==> src/rtl/cu_pkg.sv <==
// Shared constants and the control bundle for the ID/EX control decoder.
// Mode, opcode, EXE command, condition codes and status-register bit indices.
package cu_pkg;

    localparam logic [1:0] MODE_ALU = 2'b00;
    localparam logic [1:0] MODE_MEM = 2'b01;
    localparam logic [1:0] MODE_BR  = 2'b10;
    localparam logic [1:0] MODE_EXT = 2'b11;

    localparam logic [3:0] OP_AND = 4'b0000;
    localparam logic [3:0] OP_EOR = 4'b0001;
    localparam logic [3:0] OP_SUB = 4'b0010;
    localparam logic [3:0] OP_ADD = 4'b0100;
    localparam logic [3:0] OP_ADC = 4'b0101;
    localparam logic [3:0] OP_SBC = 4'b0110;
    localparam logic [3:0] OP_TST = 4'b1000;
    localparam logic [3:0] OP_CMP = 4'b1010;
    localparam logic [3:0] OP_ORR = 4'b1100;
    localparam logic [3:0] OP_MOV = 4'b1101;
    localparam logic [3:0] OP_MVN = 4'b1111;
    localparam logic [3:0] OP_MUL = 4'b0000;

    localparam logic [3:0] EXE_NOP = 4'b0000;
    localparam logic [3:0] EXE_MOV = 4'b0001;
    localparam logic [3:0] EXE_ADD = 4'b0010;
    localparam logic [3:0] EXE_ADC = 4'b0011;
    localparam logic [3:0] EXE_SUB = 4'b0100;
    localparam logic [3:0] EXE_SBC = 4'b0101;
    localparam logic [3:0] EXE_AND = 4'b0110;
    localparam logic [3:0] EXE_ORR = 4'b0111;
    localparam logic [3:0] EXE_EOR = 4'b1000;
    localparam logic [3:0] EXE_MVN = 4'b1001;
    localparam logic [3:0] EXE_MUL = 4'b1010;

    localparam logic [3:0] COND_EQ = 4'b0000;
    localparam logic [3:0] COND_NE = 4'b0001;
    localparam logic [3:0] COND_CS = 4'b0010;
    localparam logic [3:0] COND_CC = 4'b0011;
    localparam logic [3:0] COND_MI = 4'b0100;
    localparam logic [3:0] COND_PL = 4'b0101;
    localparam logic [3:0] COND_VS = 4'b0110;
    localparam logic [3:0] COND_VC = 4'b0111;
    localparam logic [3:0] COND_HI = 4'b1000;
    localparam logic [3:0] COND_LS = 4'b1001;
    localparam logic [3:0] COND_GE = 4'b1010;
    localparam logic [3:0] COND_LT = 4'b1011;
    localparam logic [3:0] COND_GT = 4'b1100;
    localparam logic [3:0] COND_LE = 4'b1101;
    localparam logic [3:0] COND_AL = 4'b1110;
    localparam logic [3:0] COND_NV = 4'b1111;

    localparam int SR_N = 3;
    localparam int SR_Z = 2;
    localparam int SR_C = 1;
    localparam int SR_V = 0;

    typedef struct packed {
        logic       valid;
        logic [3:0] exe;
        logic       wb;
        logic       mr;
        logic       mw;
        logic       b;
        logic       s;
        logic       ill;
    } ctrl_t;

    localparam ctrl_t CTRL_NOP = '0;

endpackage

==> src/rtl/cond_check.sv <==
// ARM condition evaluator: (cond, {N,Z,C,V}) -> pass.
// Used by control_unit_pipe only when CU_COND_EN is defined.
module cond_check
    import cu_pkg::*;
(
    input  logic [3:0] cond_i,
    input  logic [3:0] sr_i,
    output logic       pass_o
);

    logic n, z, c, v;

    assign n = sr_i[SR_N];
    assign z = sr_i[SR_Z];
    assign c = sr_i[SR_C];
    assign v = sr_i[SR_V];

    always_comb begin
        pass_o = 1'b0;
        unique case (cond_i)
            COND_EQ: pass_o = z;
            COND_NE: pass_o = ~z;
            COND_CS: pass_o = c;
            COND_CC: pass_o = ~c;
            COND_MI: pass_o = n;
            COND_PL: pass_o = ~n;
            COND_VS: pass_o = v;
            COND_VC: pass_o = ~v;
            COND_HI: pass_o = c & ~z;
            COND_LS: pass_o = ~c | z;
            COND_GE: pass_o = (n == v);
            COND_LT: pass_o = (n != v);
            COND_GT: pass_o = ~z & (n == v);
            COND_LE: pass_o = z | (n != v);
            COND_AL: pass_o = 1'b1;
            COND_NV: pass_o = 1'b0;
        endcase
    end

endmodule

==> src/rtl/control_unit_pipe.sv <==
// Registered ID/EX control decoder with multi-cycle MUL sequencing.
// Define CU_COND_EN to squash instructions whose ARM condition fails.
module control_unit_pipe
    import cu_pkg::*;
#(
    parameter int EXE_CMD_W = 4,
    parameter int MUL_LAT   = 3
) (
    input  logic                 clk,
    input  logic                 rst,
    input  logic                 in_valid,
    input  logic [1:0]           mode,
    input  logic [3:0]           op_code,
    input  logic                 s_in,
    input  logic [3:0]           cond,
    input  logic [3:0]           sr,
    input  logic                 freeze,
    input  logic                 flush,
    output logic                 stall_out,
    output logic                 out_valid,
    output logic [EXE_CMD_W-1:0] exe_cmd,
    output logic                 wb_en,
    output logic                 mem_read_en,
    output logic                 mem_write_en,
    output logic                 b,
    output logic                 s_out,
    output logic                 mul_busy,
    output logic                 illegal
);

    localparam int CW = $clog2(MUL_LAT + 1);
    localparam logic [CW-1:0] CNT_LOAD = CW'(MUL_LAT - 1);

    ctrl_t          dec;
    logic           dec_mul;
    ctrl_t          cap;
    logic           cap_mul;
    logic           pass;
    logic           advance;
    ctrl_t          ctrl_q, ctrl_d;
    logic [CW-1:0]  cnt_q, cnt_d;

    always_comb begin
        dec       = CTRL_NOP;
        dec_mul   = 1'b0;
        dec.valid = 1'b1;
        unique case (mode)
            MODE_ALU: begin
                dec.wb = 1'b1;
                dec.s  = s_in;
                unique case (op_code)
                    OP_MOV: dec.exe = EXE_MOV;
                    OP_MVN: dec.exe = EXE_MVN;
                    OP_ADD: dec.exe = EXE_ADD;
                    OP_ADC: dec.exe = EXE_ADC;
                    OP_SUB: dec.exe = EXE_SUB;
                    OP_SBC: dec.exe = EXE_SBC;
                    OP_AND: dec.exe = EXE_AND;
                    OP_ORR: dec.exe = EXE_ORR;
                    OP_EOR: dec.exe = EXE_EOR;
                    OP_CMP: begin
                        dec.exe = EXE_SUB;
                        dec.wb  = 1'b0;
                    end
                    OP_TST: begin
                        dec.exe = EXE_AND;
                        dec.wb  = 1'b0;
                    end
                    default: begin
                        dec.wb  = 1'b0;
                        dec.s   = 1'b0;
                        dec.ill = 1'b1;
                    end
                endcase
            end
            MODE_MEM: begin
                dec.exe = EXE_ADD;
                dec.mr  = s_in;
                dec.wb  = s_in;
                dec.mw  = ~s_in;
            end
            MODE_BR: begin
                dec.b = 1'b1;
            end
            MODE_EXT: begin
                if (op_code == OP_MUL) begin
                    dec.exe = EXE_MUL;
                    dec.wb  = 1'b1;
                    dec_mul = 1'b1;
                end else begin
                    dec.ill = 1'b1;
                end
            end
        endcase
    end

`ifdef CU_COND_EN
    cond_check u_cond_check (
        .cond_i (cond),
        .sr_i   (sr),
        .pass_o (pass)
    );
`else
    logic unused_cond;
    assign pass        = 1'b1;
    assign unused_cond = ^{cond, sr};
`endif

    // Invalid or condition-failed slots become bubbles and never start a MUL.
    always_comb begin
        cap     = CTRL_NOP;
        cap_mul = 1'b0;
        if (in_valid && pass) begin
            cap     = dec;
            cap_mul = dec_mul;
        end
    end

    assign advance = ~freeze & (cnt_q == '0);

    always_comb begin
        ctrl_d = ctrl_q;
        cnt_d  = cnt_q;
        if (flush) begin
            ctrl_d = CTRL_NOP;
            cnt_d  = '0;
        end else if (advance) begin
            ctrl_d = cap;
            cnt_d  = cap_mul ? CNT_LOAD : '0;
        end else if ((cnt_q != '0) && !freeze) begin
            cnt_d = cnt_q - CW'(1);
        end
    end

    always_ff @(posedge clk) begin
        if (rst) begin
            ctrl_q <= CTRL_NOP;
            cnt_q  <= '0;
        end else begin
            ctrl_q <= ctrl_d;
            cnt_q  <= cnt_d;
        end
    end

    assign stall_out    = (cnt_q != '0);
    assign mul_busy     = (cnt_q != '0);
    assign out_valid    = ctrl_q.valid;
    assign exe_cmd      = EXE_CMD_W'(ctrl_q.exe);
    assign wb_en        = ctrl_q.wb;
    assign mem_read_en  = ctrl_q.mr;
    assign mem_write_en = ctrl_q.mw;
    assign b            = ctrl_q.b;
    assign s_out        = ctrl_q.s;
    assign illegal      = ctrl_q.ill;

endmodule

==> config.mk <==
export PLATFORM = sky130hd
export DESIGN_NAME = control_unit_pipe
export DESIGN_NICKNAME = d
export VERILOG_FILES = /design/src/rtl/cu_pkg.sv /design/src/rtl/cond_check.sv /design/src/rtl/control_unit_pipe.sv
export SDC_FILE = /design/constraint.sdc
export NUM_CORES = 1
export LEC_CHECK = 0
export CAP_MARGIN = 20
export CORE_MARGIN = 10
export CORE_UTILIZATION = 44
export DETAILED_ROUTE_END_ITERATION = 10
export GPL_TIMING_DRIVEN = 0
export PLACE_DENSITY = 0.83
export SLEW_MARGIN = 20
export SYNTH_ARGS = -nofsm -noshare
export SYNTH_HDL_FRONTEND = slang
export SYNTH_HIERARCHICAL = 1
export SYNTH_SLANG_ARGS = --single-unit
==> constraint.sdc <==
create_clock -name clk -period 2.7 [get_ports clk]
set_input_delay 0.27 -clock clk [delete_from_list [all_inputs] [get_ports clk]]
set_output_delay 0.27 -clock clk [all_outputs]
set_load 0.01 [all_outputs]
# --- Word level (Yosys, flattened, before mapping) ---
# Cells that the tools add are included.
totals:
  reg_bits: 13
  latch_bits: 0
  ram_bits: 0
  rom_bits: 0
  in_bits: 20
  out_inout_bits: 13
  elab_cells: 55
  mem_count: 0
op_classes:
  add_sub_neg: 1
  mul: 0
  div: 0
  order_cmp: 0
  eq_ne: 13
  shift: 0
  n_mux: 17
  bitwise_logic: 3
  n_reduce_logical: 12
op_table:
  columns: ["op", "count"]
  rows:
  - ["case mux 4 bit (9 select lines)", 1]
  - ["equality test 4 bit, second input constant", 5]
  - ["case mux 5 bit (3 select lines)", 1]
  - ["equality test 4 x 3 -> 1 bit, second input constant", 3]
  - ["2-to-1 mux 11 bit", 1]
  - ["OR reduction 11 bit", 1]
  - ["2-to-1 mux 2 bit", 5]
  - ["OR reduction 9 bit", 1]
  - ["2-to-1 mux 1 bit", 7]
  - ["OR reduction 2 bit", 3]
  - ["2-to-1 mux 5 bit", 1]
  - ["equality test 2 bit, second input constant", 2]
  - ["equality test 4 x 1 -> 1 bit, second input constant", 1]
  - ["equality test 4 x 2 -> 1 bit, second input constant", 1]
  - ["logical NOT 2 bit", 2]
  - ["logical NOT 4 bit", 1]
  - ["nonzero test 2 bit", 2]
  - ["equality test 2 x 1 -> 1 bit, second input constant", 1]
  - ["inverter 1 bit", 2]
  - ["case mux 1 bit (2 select lines)", 1]
  - ["subtractor 2 x 1 -> 2 bit, second input constant", 1]
  - ["AND 1 bit", 1]
  - ["logical AND 1 bit", 1]
  - ["logical NOT 1 bit", 1]

# --- Logic depth before layout (Yosys ltp) ---
# Gate-level depths: netlist of the first run.
depth:
  word_depth: 6
  mapped_depth: 7

# --- Worst setup path before layout of the first run ---
# OpenSTA, ideal clock, no wires.
synth_timing:
  path_kind: "register -> register"
  start: "register cnt_q[1]"
  end: "register ctrl_q (netlist bit exe_cmd[0])"
  setup_ns: 0.061
  arrival_ns: 1.463
  required_time_ns: 2.639
  slack_ns: 1.176
  path_stages_with_launch: 7
  path_buffers: 0
  period_less_slack_ns: 1.524
  path_cell_list: "dfxtp_1 -> inv_1 -> ha_1 -> nand3b_1 -> or4_4 -> a211oi_1 -> a32o_1"
synth_between:
  elab_chain_cells: 2
synth_lines:
  columns: ["item", "line_no", "rtl"]
  rows:
  - ["from (decl)", "control_unit_pipe.sv:41", "logic [CW-1:0] cnt_q, cnt_d;"]
  - ["from (signal assigned)", "control_unit_pipe.sv:141", "cnt_q <= cnt_d;"]
  - ["logical NOT 2 bit", "control_unit_pipe.sv:119", "assign advance = ~freeze & (cnt_q == '0);"]
  - ["AND 1 bit", "control_unit_pipe.sv:119", null]
  - ["to (signal assigned)", "control_unit_pipe.sv:140", "ctrl_q <= ctrl_d;"]
  - ["to (decl)", "control_unit_pipe.sv:40", "ctrl_t ctrl_q, ctrl_d;"]
# Every way passes these cells.
# A chain may end at the register's enable or synchronous reset.

# --- Worst setup path after layout of the first run ---
layout_timing:
  start: "register cnt_q[0]"
  end: "output stall_out"
layout_between:
  elab_chain_cells: 1
layout_lines:
  columns: ["item", "line_no", "rtl"]
  rows:
  - ["nonzero test 2 bit", "control_unit_pipe.sv:145", "assign stall_out = (cnt_q != '0);"]
  - ["to (decl)", "control_unit_pipe.sv:19", "output logic stall_out,"]
# Every way passes these cells.

==> results_dict.tcl, run 1 <==
set metrics [dict create \
    outcome "complete, no violations" \
    finalCritPeriodShare_pct 70.07 \
    p_sw_uw 108.2 \
    ff2ff_path_depth 7 \
    hold_violations 0 \
    timing.fmax_ghz 0.5286 \
    num_vias 698 \
    reg2reg_slack_ns 1.02 \
    ys_ff_latch 13 \
    internal_power_uw 293.9 \
    fin_nets 137 \
    setup_tns_ns 0 \
    final_cell_area_um2 1042 \
    hpwl_um 1455 \
    synth_area_leader_cell "dfxtp_1" \
    netlist_area_um2 774.5 \
    rsz0062_at_grt "no" \
    final_common_cell "clkdlybuf4s50_1" \
    grt_max_degree 11 \
    fin_util_pct 61.70 \
    drt_iter0_drc 12 \
    synth_cell_types 31 \
    slew_viol_final 0 \
    crit_type "reg -> out" \
    grt.total_usage_pct 10.23 \
    fp-row-count 15 \
    start_kind "register" \
    preCtsSetupSlack_ns 0.5696 \
    clk_path_buf_depth 2 \
    pwr-share-comb_pct 20.9 \
    coreArea_um2 1689 \
    ioPinCount 33 \
    place_congestion 0.8676 \
    cts_num_sinks 13 \
    synth_warnings 6 \
    cts_made_buffers 3 \
    wl_um 1830 \
    wl_per_cell_um 14.41 \
    grt_pass1_vias 674 \
    cts_tree "built" \
    reg2reg_from "cnt_q[0]$_SDFFE_PP0P_" \
    multi_input_area_um2 432.9 \
    syn_inst 84 \
    cap_viol_max_count 0 \
    cp_max_fo 5 \
    yosysSeqAreaShare_pct 33.60 \
    crit_path_start "cnt_q[0]$_SDFFE_PP0P_" \
    numPortBuffers 22 \
    ant_nets 0 \
    dpl-instance-area_um2 1016 \
    hold_buffers 0 \
    cts_resized 0 \
    fp.dieArea_um2 3838 \
    leakage_uw 0.0004244 \
    finalCriticalPeriod_ns 1.892 \
    via_per_inst 5.496 \
    worst-endpoint-required_ns 2.43 \
    initial_core_util_pct 45.85 \
    num-fill-cells 156 \
    clk_latency_ns 0.28 \
    worst_r2r_endpoint "exe_cmd[2]$_SDFFE_PP0P_" \
    ctsRootBufferMaster "clkbuf_4" \
    syn2layout_area_growth_pct 34.57 \
    grt_pass1_wl_um 2980 \
    die_width_um 61.96 \
    hp-class "in -> reg" \
    pwr-share-clk_pct 30.5 \
    worst_pin_slew_ns 0.6444 \
    synth_edf_count 0 \
    drive_gt1_share_pct 11.82 \
    crit_arrival_ns 1.62 \
    h-tree-depth 1 \
    synthTopCellsByArea "dfxtp_1 (34%), ha_1 (9.7%), a32o_1 (6.5%), inv_1 (4.8%), o21ai_0 (3.9%)" \
    worst_slack_ns 0.8082 \
    finalSetupViolations 0 \
    async_flop_share_pct 0 \
    insertedDiodeCount 0 \
    grt_remaining_overflow 0 \
    worstSetupEndpointType "output pin" \
    regArea_um2 260.3 \
    endpoint "stall_out" \
    clk_pin_slew_ns 0.09 \
    first_pass_iters 4 \
    swShare_pct 26.91 \
    relSlewSlack_pct 56.71 \
    synth_nets 110 \
    cts_setup_buffers 0 \
    pwr-share-seq_pct 48.6 \
    ys.flop_type "dfxtp_1" \
    avgSynthCellArea_um2 9.220 \
    antenna_found_initial 0 \
    clock_skew_ns 0.006735 \
    ir_drop_v 0.0002816 \
    drc 0 \
    die_y_um 61.96 \
    layout_common_cells "clkdlybuf4s50_1 (22), dfxtp_1 (13), inv_1 (10)" \
    powerDensity_nw_per_um2 385.7 \
    synth_top_area_share_pct 33.60 \
]
-- Yosys cell counts, drive strengths merged (2+ instances only) --
cell type and count:
buf 3, nor3 2, a211oi 3, o21ai 6, a31oi 3, nor2 3, clkbuf 2, dfxtp 13
a32o 5, a311oi 2, xor2 3, nand2 5, inv 10, o22ai 2, nor2b 3, ha 6
-- routing by layer --
metal	global-route usage (%)	wire [µm]	vias to the layer above
li1	-	-	358
met1	10.93	817	320
met2	17.54	890	20
met3	2.439	122	0
met4	6.688	0	0
met5	0	0	-
-- sequential cells by signal, indices dropped and copies added (netlist names) --
register and count:
exe_cmd 4, cnt_q 2, b 1, illegal 1
mem_read_en 1, mem_write_en 1, out_valid 1, s_out 1
wb_en 1
-- cell families after synthesis --
kind of cell               count (synthesis)  share of synthesized area [%]
AOI/OAI and AO/OA                         25                          24.72
DFF                                       13                          33.60
buffers and inverters                     15                          10.50
xor gates and xnor gates                   3                          3.393
and+or+nand+nor                           22                          18.10
adders and majority gates                  6                          9.693
-- how the worst min path moves through the flow --
stage                                 startpoint                      end  slack, ns  cells past startpoint
after floorplan                              rst    cnt_q[1]$_SDFFE_PP0P_       0.35                      1
after CTS                             op_code[1]  exe_cmd[2]$_SDFFE_PP0P_       0.34                      4
after detailed placement  out_valid$_SDFFE_PP0P_   out_valid$_SDFFE_PP0P_       0.44                      1
after global routing                  op_code[1]  exe_cmd[2]$_SDFFE_PP0P_       0.37                      4
final                                 op_code[1]  exe_cmd[2]$_SDFFE_PP0P_       0.35                      4
after global placement    out_valid$_SDFFE_PP0P_   out_valid$_SDFFE_PP0P_       0.44                      1
-- worst max-delay path, cell delays in order (launching register included) --
cell and delay, ns:
dfxtp_1 0.35, inv_1 0.05, ha_1 0.24, inv_1 0.09, buf_4 0.10, clkdlybuf4s50_1 0.52
-- stage by stage --
| step | hold WS [ns] | std cells | power [µW] |
|---|---|---|---|
| after floorplan | 0.3460 | 84 | 248.4 |
| after global routing | 0.3708 | 127 | 422.3 |
| after detailed placement | 0.4410 | 123 | 283.7 |
| after global placement | 0.4352 | 123 | 281.4 |
| final | 0.3515 | 127 | 402.0 |
| after CTS | 0.3428 | 127 | 407.6 |
-- cell type report --
cell class              count  share of cell area, %
multi-input cells          56                  41.54
flip-flops and latches     13                  24.97
repair buffers             22                  21.13
plain buffers               5                  4.202
inverters                  10                  3.601
clock buffers               4                  2.521
well taps                  17                  2.041
-- power by group through the flow --
| stage | logic, µW | registers, µW | clock network, µW |
|---|---|---|---|
| final | 83.9 | 196 | 122 |
| after global routing | 91.7 | 196 | 134 |
| after CTS | 84.0 | 196 | 128 |
| after detailed placement | 83.6 | 200 | 0 |
| after global placement | 81.3 | 200 | 0 |
| after floorplan | 47.6 | 201 | 0 |
Note: power is estimated with default switching activity, not from simulation.
==> inputs of run 2 (changes only) <==
- CORE_UTILIZATION: 44 -> 37
- PLACE_DENSITY: 0.83 -> 0.74
- clock period: 2.7 -> 1.6 ns (I/O delays scaled with it)
==> results_dict.tcl, run 2 (synthesis results as in run 1) <==
set metrics [dict create \
    h-tree-depth 1 \
    via_per_inst 5.271 \
    finalCriticalPeriod_ns 1.645 \
    violations "setup timing" \
    final_cells 140 \
    num-fill-cells 186 \
    ioPinCount 33 \
    die_width_um 65.75 \
    clk_path_buf_depth 2 \
    worst_slack_ns -0.04508 \
    outcome "complete, but fails checks" \
    grt_remaining_overflow 0 \
    fp-row-count 16 \
    numPortBuffers 22 \
    worstHoldStart "op_code[1]" \
    final_common_cell "clkdlybuf4s50_1" \
    clk_latency_ns 0.28 \
    finalSetupViolations 2 \
    cp_max_fo 5 \
    reg2reg_slack_ns -0.05 \
    clk_pin_slew_ns 0.08 \
    syn2layout_area_growth_pct 44.26 \
    worst_pin_slew_ns 0.4682 \
    leakage_uw 0.0004734 \
    ff2ff_path_depth 6 \
    place_congestion 0.8477 \
    insertedDiodeCount 0 \
    grt_max_degree 11 \
    fp.dieArea_um2 4323 \
    crit_arrival_ns 1.87 \
    first_pass_iters 4 \
    fin_util_pct 56.38 \
    reg2reg_from "cnt_q[1]$_SDFFE_PP0P_" \
    ctsRootBufferMaster "clkbuf_4" \
    min_delay_worst_endpoint "exe_cmd[1]$_SDFFE_PP0P_" \
    rsz0062_at_grt "yes" \
    antenna_found_initial 0 \
    cts_made_buffers 3 \
    coreArea_um2 1982 \
    cap_viol_max_count 0 \
    hpwl_um 1463 \
    setup_tns_ns -0.05024 \
    worstHoldPathCells 4 \
    finalCritPeriodShare_pct 102.8 \
    placed_cells 133 \
    wl_um 2064 \
    hold_violations 0 \
    clock_skew_ns 0.004233 \
    timing.fmax_ghz 0.6079 \
    fin_nets 140 \
    wl_per_cell_um 14.74 \
    drt_iter0_drc 35 \
    slew_viol_final 0 \
    worst_r2r_endpoint "exe_cmd[0]$_SDFFE_PP0P_" \
    hold_buffers 0 \
    grt.total_usage_pct 9.516 \
    relSlewSlack_pct 68.62 \
    start_kind "register" \
    grt_pass1_wl_um 3277 \
    die_y_um 65.75 \
    largest_reg_flops 4 \
    grt_pass1_vias 718 \
    fin_total_pwr_uw 689.6 \
    worstSetupEndpointType "register" \
    layout_common_cells "clkdlybuf4s50_1 (19), dfxtp_1 (12), inv_1 (8)" \
    ant_nets 0 \
    ir_drop_v 0.0003004 \
    holdWs_ns 0.2935 \
    cts_tree "built" \
    hp-class "in -> reg" \
    initial_core_util_pct 39.08 \
    drc 0 \
    crit_type "reg -> reg" \
    worst-endpoint-required_ns 1.82 \
    num_vias 738 \
    cts_num_sinks 13 \
    powerDensity_nw_per_um2 617.2 \
    drive_gt1_share_pct 21.24 \
]
run 2: cell count changes in the layout (fill, tap and decap cells not counted), moves of 2 or more:
cell,before,now
dlygate4sd2_1,0,3
o21ai_0,6,3
clkdlybuf4s50_1,22,19
buf_4,2,5
inv_1,10,8
o21ai_1,0,3
inv_2,0,2
run 2: how the worst max path moves through the flow:
stage / startpoint / to / cells past startpoint
2_1_floorplan: cnt_q[1]$_SDFFE_PP0P_ / exe_cmd[0]$_SDFFE_PP0P_ / 6
3_3_place_gp: mode[0] / exe_cmd[0]$_SDFFE_PP0P_ / 6
3_5_place_dp: mode[0] / exe_cmd[0]$_SDFFE_PP0P_ / 6
4_1_cts: cnt_q[1]$_SDFFE_PP0P_ / exe_cmd[0]$_SDFFE_PP0P_ / 6
5_1_grt: cnt_q[0]$_SDFFE_PP0P_ / exe_cmd[0]$_SDFFE_PP0P_ / 6
6_report: cnt_q[1]$_SDFFE_PP0P_ / exe_cmd[0]$_SDFFE_PP0P_ / 6
run 2: per-layer routing:
layer	GRT usage (%)	routed length [µm]	up-vias
met5	0	0	-
met4	2.406	12	0
met3	5.254	213	2
met2	16.30	1018	27
met1	9.817	819	344
li1	-	-	365
run 2: worst max-delay path, cell delays in order, from the launching register on:
cell,delay (ns)
dfxtp_1,0.31
inv_2,0.08
ha_4,0.16
nand3b_1,0.11
or4_4,0.60
a211oi_2,0.16
a32o_1,0.17
run 2: per-stage QoR:
stage          instance area [µm²]  worst slack, ns
6_report                      1117         -0.04508
5_1_grt                       1117          -0.1194
4_1_cts                       1082         -0.01216
3_5_place_dp                  1028          -0.4136
3_3_place_gp                  1028          -0.4126
2_1_floorplan                774.5          0.07570
run 2: timing repair:
action,CTS,global route
endpoints found under the hold margin,0,0
setup buffers,0,3
setup endpoints to repair,13,5
gates resized for setup,9,8
pin swaps,0,5
run 2: where the power goes:
part	internal, µW	leakage, µW	switching (µW)	total (µW)
combinational	75.3	0.000353	79.6	155
clock	96.7	0.0000150	107	204
sequential	328	0.000106	2.50	331
run 2: cell type report:
type,count,area [µm²],share of cell area (%)
plain buffers,5,45.04,4.031
multi-input cells,56,474.2,42.44
well taps,27,33.78,3.024
flip-flops and latches,13,261.5,23.40
repair buffers,25,239.0,21.39
clock buffers,4,26.28,2.352
inverters,10,37.54,3.359
==> RTL change 1, RTL diff (config.mk and constraints of run 2) <==
The parameter `MUL_LAT` goes from 3 to 5.
--- a/src/rtl/control_unit_pipe.sv
+++ b/src/rtl/control_unit_pipe.sv
@@ -4,7 +4,7 @@
     import cu_pkg::*;
 #(
     parameter int EXE_CMD_W = 4,
-    parameter int MUL_LAT   = 3
+    parameter int MUL_LAT   = 5
 ) (
     input  logic                 clk,
     input  logic                 rst,
Function: changed (a bounded check fails within 4 cycles, from zero or initial values).
==> RTL change 1 against run 2 <==
  * Hold slack got worse by 0.20 ns
  * Final area increased by 13%
  * Sequential cell count increased by 1
  * Wire length increased by 18%
  * Count of clock-buffer cells in the layout unchanged
  * Utilization decreased by 5.0 points
  * Clock power increased by 28%
  * Synthesized cell count increased by 29%
  * Sequential power increased by 6.3%
  * Power increased by 11%
  * Worst setup slack improved by 0.084 ns
  * Area after synthesis increased by 21%
==> RTL change 1: results (changes against run 2) <==
<table>
<tr><th>Metric</th><th>Value</th></tr>
<tr><th colspan="2">Outcome</th></tr>
<tr><td>Outcome</td><td>finished clean</td></tr>
<tr><th colspan="2">Synthesis</th></tr>
<tr><td>Arithmetic-cell share of the synthesized area counting full adders, half adders and majority gates</td><td>9.346% (-0.35 points)</td></tr>
<tr><td>Main area contributors after synthesis</td><td>dfxtp_1 (30%), ha_1 (9.3%), a32o_1 (5.3%)</td></tr>
<tr><td>Most frequent cells after synthesis</td><td>dfxtp_1 (14), nand2_1 (10), a21oi_1 (8), inv_1 (8), ha_1 (7)</td></tr>
<tr><td>Sequential fraction of the synthesis area</td><td>29.91% (-3.7 points)</td></tr>
<tr><td>Mapped Nets</td><td>135 (+23%)</td></tr>
<tr><td>Yosys cell types</td><td>37 (+19%)</td></tr>
<tr><th colspan="2">Critical path</th></tr>
<tr><td>Slowest cell on the critical path</td><td>dfxtp_2</td></tr>
<tr><td>Delay contributed by the slowest stage of the critical path</td><td>0.33 ns (-0.27 ns)</td></tr>
<tr><td>Critical Path Start</td><td>cnt_q[0]$_SDFFE_PP0P_</td></tr>
<tr><td>Biggest fanout along the worst timing path</td><td>3 (-2)</td></tr>
<tr><th colspan="2">Power and ir drop</th></tr>
<tr><td>Switching portion of total power</td><td>26.58% (-0.90 points)</td></tr>
<tr><td>Largest vdd supply drop</td><td>666.0 µV (+120%)</td></tr>
<tr><td>P_leak</td><td>0.4856 nW (+2.6%)</td></tr>
<tr><th colspan="2">Detailed routing</th></tr>
<tr><td>First DRT Iteration DRCs</td><td>30 (-14%)</td></tr>
<tr><td>Number of vias after detailed routing</td><td>913 (+24%)</td></tr>
<tr><th colspan="2">Clocking</th></tr>
<tr><td>Total setup buffers inserted after CTS</td><td>2 (+2)</td></tr>
<tr><td>Total of cells resized after clock tree synthesis</td><td>6 (-3)</td></tr>
<tr><th colspan="2">Place</th></tr>
<tr><td>Setup slack at placement</td><td>-0.2428 ns (+0.1709 ns)</td></tr>
<tr><td>Gp weighted congestion</td><td>0.8861 (+4.5%)</td></tr>
<tr><td>DP HPWL</td><td>1854 µm (+27%)</td></tr>
<tr><td>Cell Area, Placed</td><td>1185 µm² (+15%)</td></tr>
<tr><th colspan="2">Cells and area</th></tr>
<tr><td>Non-filler instance count after layout</td><td>165 (+18%)</td></tr>
<tr><th colspan="2">Global route</th></tr>
<tr><td>Wire length of the first global-routing pass</td><td>4188 µm (+28%)</td></tr>
<tr><th colspan="2">Worst hold path</th></tr>
<tr><td>Number of stages on the worst hold path</td><td>2 (-2)</td></tr>
</table>
[RTL change 1: path summary, 6_finish.rpt]
kind	endpoint	slack [ns]
setup / recovery	stall_out	0.04
hold / removal	cnt_q[2]$_SDFFE_PP0P_	0.09
setup reg to reg	s_out$_SDFFE_PP0P_	0.10
hold reg to reg	mem_write_en$_SDFFE_PP0P_	0.46
[RTL change 1: cell families after synthesis]
family                   Yosys count
flip-flops                        14
adder cells (fa/ha/maj)            7
buffers and inverters             16
XOR/XNOR                           1
AO/OA/AOI/OAI                     27
AND/OR/NAND/NOR                   43
[RTL change 1: layer usage]
| metal | GRT usage, % | part of all wire, % | vias up |
|---|---|---|---|
| met3 | 3.249 | 8.9 | 6 |
| met5 | 0 | 0 | - |
| li1 | - | - | 443 |
| met2 | 16.57 | 49 | 42 |
| met1 | 10.65 | 40 | 422 |
| met4 | 2.851 | 2.1 | 0 |
[RTL change 1: final cells by class]
type	instances	area (µm²)	share of cell area [%]
buffer	8	85.08	6.746
clock buffer	4	36.28	2.877
sequential	14	282.8	22.42
inverter	8	30.03	2.381
tap	30	37.54	2.976
multi-input combinational	78	564.3	44.74
timing repair buffer	23	225.2	17.86
[RTL change 1: worst register-to-register path: stages (launching register included)]
cell and delay (ns):
dfxtp_2 0.33, inv_1 0.07, ha_2 0.19, and2b_2 0.16, buf_4 0.13, nand2b_4 0.07, or3_1 0.37, a21oi_1 0.12
[RTL change 1: power groups by stage]
stage	clock, mW	sequential, mW	combinational, mW
2_1_floorplan	0	0.362	0.0889
3_3_place_gp	0	0.360	0.139
3_5_place_dp	0	0.361	0.143
4_1_cts	0.262	0.353	0.144
5_1_grt	0.278	0.353	0.163
6_report	0.261	0.352	0.150
==> RTL change 2, RTL diff (config.mk and constraints of run 2) <==
Made on the original files. Reset style: asynchronous (`rst`), changed in one clocked block.
--- a/src/rtl/control_unit_pipe.sv
+++ b/src/rtl/control_unit_pipe.sv
@@ -132,7 +132,7 @@
         end
     end
 
-    always_ff @(posedge clk) begin
+    always_ff @(posedge clk or posedge rst) begin
         if (rst) begin
             ctrl_q <= CTRL_NOP;
             cnt_q  <= '0;
Check against the original RTL: differs if rst is asserted again (counterexample within 4 cycles, from zero or initial values and one cycle with rst high); with rst held inactive, the same outputs for 10 cycles.
==> RTL change 2 against run 2 <==
  * Sequential cell count stayed put
  * Critical endpoint is now exe_cmd[3]$_DFFE_PP0P_
  * Highest routed layer unchanged
  * First-iteration DRC count is 26% lower
  * Maximum frequency is 5.4% higher
  * Die area is 5.4% higher
  * Area after synthesis is 7.8% higher
  * Largest cell class unchanged
  * Hold slack worse by 0.095 ns
  * Synthesized cell count is 3.6% higher
  * Non-clock buffer count is 3 lower
  * Wire length is 0.97% lower
  * Worst setup slack better by 0.084 ns
  * Power is 5.6% higher
  * Via count is 2.2% lower
  * Final area is 0.78% higher
==> RTL change 2: results (changes against run 2) <==
<table>
<tr><th>Metric</th><th>Value</th></tr>
<tr><th colspan="2">Cells and area</th></tr>
<tr><td>Fraction of final layout cells sized beyond drive strength 1</td><td>17.12% (-4.1 points)</td></tr>
<tr><td>Filler cell count in the final layout</td><td>214 (+15%)</td></tr>
<tr><td>Non-filler instance count after layout</td><td>139 (-0.71%)</td></tr>
<tr><th colspan="2">Critical path</th></tr>
<tr><td>Reg-to-reg endpoint</td><td>wb_en$_DFFE_PP0P_</td></tr>
<tr><td>Crit path DAT</td><td>1.77 ns (-0.10 ns)</td></tr>
<tr><td>Biggest fanout along the worst timing path</td><td>4 (-1)</td></tr>
<tr><td>R2r setup slk</td><td>0.17 ns (+0.22 ns)</td></tr>
<tr><td>Start of the worst register-to-register path</td><td>cnt_q[1]$_DFFE_PP0P_</td></tr>
<tr><td>Critical Path Start</td><td>mode[1]</td></tr>
<tr><td>Register-to-Register Path Depth</td><td>5 (-1)</td></tr>
<tr><th colspan="2">Outcome</th></tr>
<tr><td>Outcome</td><td>finished clean</td></tr>
<tr><th colspan="2">Power and ir drop</th></tr>
<tr><td>Portion of total power attributed to sequential cells</td><td>47.3% (-0.6 points)</td></tr>
<tr><td>Clock distribution power</td><td>196 µW (-4%)</td></tr>
<tr><td>P_leak</td><td>0.5115 nW (+8.0%)</td></tr>
<tr><td>Largest vdd supply drop</td><td>282.1 µV (-6.1%)</td></tr>
<tr><th colspan="2">Global route</th></tr>
<tr><td>Largest net degree at the start of global routing</td><td>14 (+3)</td></tr>
<tr><td>Wire length of the first global-routing pass</td><td>3263 µm (-0.43%)</td></tr>
<tr><td>Global routing usage summed across all routing layers</td><td>9.286% (-0.23 points)</td></tr>
<tr><th colspan="2">Detailed routing</th></tr>
<tr><td>First DRT Iteration DRCs</td><td>26 (-26%)</td></tr>
<tr><td>Total wire length after detailed routing</td><td>2044 µm (-0.97%)</td></tr>
<tr><th colspan="2">Worst hold path</th></tr>
<tr><td>Path class of the lowest-slack min-delay path</td><td>primary input to asynchronous set/reset pin</td></tr>
<tr><th colspan="2">Synthesis</th></tr>
<tr><td>Sequential fraction of the synthesis area</td><td>38.98% (+5.4 points)</td></tr>
<tr><td>Mapped Nets</td><td>113 (+2.7%)</td></tr>
<tr><td>Main area contributors after synthesis</td><td>dfrtp_1 (39%), ha_1 (9.0%), inv_1 (5.4%)</td></tr>
<tr><td>Yosys cell types</td><td>35 (+13%)</td></tr>
<tr><td>Most common flop cell mapped by yosys</td><td>dfrtp_1</td></tr>
<tr><th colspan="2">Place</th></tr>
<tr><td>Cell Area, Placed</td><td>1090 µm² (+6.0%)</td></tr>
<tr><td>Gp weighted congestion</td><td>0.8667 (+2.2%)</td></tr>
<tr><td>DP HPWL</td><td>1625 µm (+11%)</td></tr>
<tr><th colspan="2">STA</th></tr>
<tr><td>Worst-case clock skew</td><td>0.003423 ns (-0.0008101 ns)</td></tr>
<tr><td>Relative slew slack</td><td>68.32% (-0.30 points)</td></tr>
</table>
-- RTL change 2: critical path, stage by stage --
cell and delay, ns:
clkdlybuf4s50_1 0.54, ha_2 0.24, or2b_2 0.33, a21boi_0 0.13, o22ai_1 0.20, a22o_1 0.16
-- RTL change 2: layout make-up --
cell class                      instances  area, µm²  area share, %
Multi-Input combinational cell         55      442.9          39.33
Sequential cell                        13      325.3          28.89
Timing Repair Buffer                   22      217.7          19.33
Inverter                               12      45.04          4.000
Tap cell                               28      35.03          3.111
Buffer                                  5      33.78          3.000
Clock buffer                            4      26.28          2.333
-- RTL change 2: what timing repair did --
item                                    4_1_cts  5_1_grt
cloned                                        0        0
endpoints found under the setup margin        5        9
resized for setup                             4        5
pin swaps                                     0        1
-- RTL change 2: through the flow --
stage	hold slack (ns)	total power, mW	setup slack [ns]	utilization, %
2_1_floorplan	0.03696	0.4563	0.1804	-
3_3_place_gp	0.4624	0.5290	-0.2537	50.23
3_5_place_dp	0.4706	0.5355	-0.2946	50.23
4_1_cts	0.2212	0.7277	0.01791	51.33
5_1_grt	0.2827	0.7750	-0.005886	51.90
6_report	0.1987	0.7281	0.03936	51.90
-- RTL change 2: cell families after synthesis --
group	after synthesis	share of synthesized area (%)
and+or+nand+nor	19	13.49
muxes	1	1.349
buffers and inverters	19	10.34
DFF	13	38.98
adders and majority gates	6	8.995
xor gates and xnor gates	3	3.149
AOI/OAI and AO/OA	26	23.69
-- RTL change 2: per-layer routing --
layer	wire length, µm	share of wire [%]	global-route usage [%]	vias up
met5	0	0	0	-
met4	27	1.3	4.615	0
met3	163	8.0	2.975	2
met2	1016	50	15.96	22
met1	837	41	10.02	341
li1	-	-	-	357
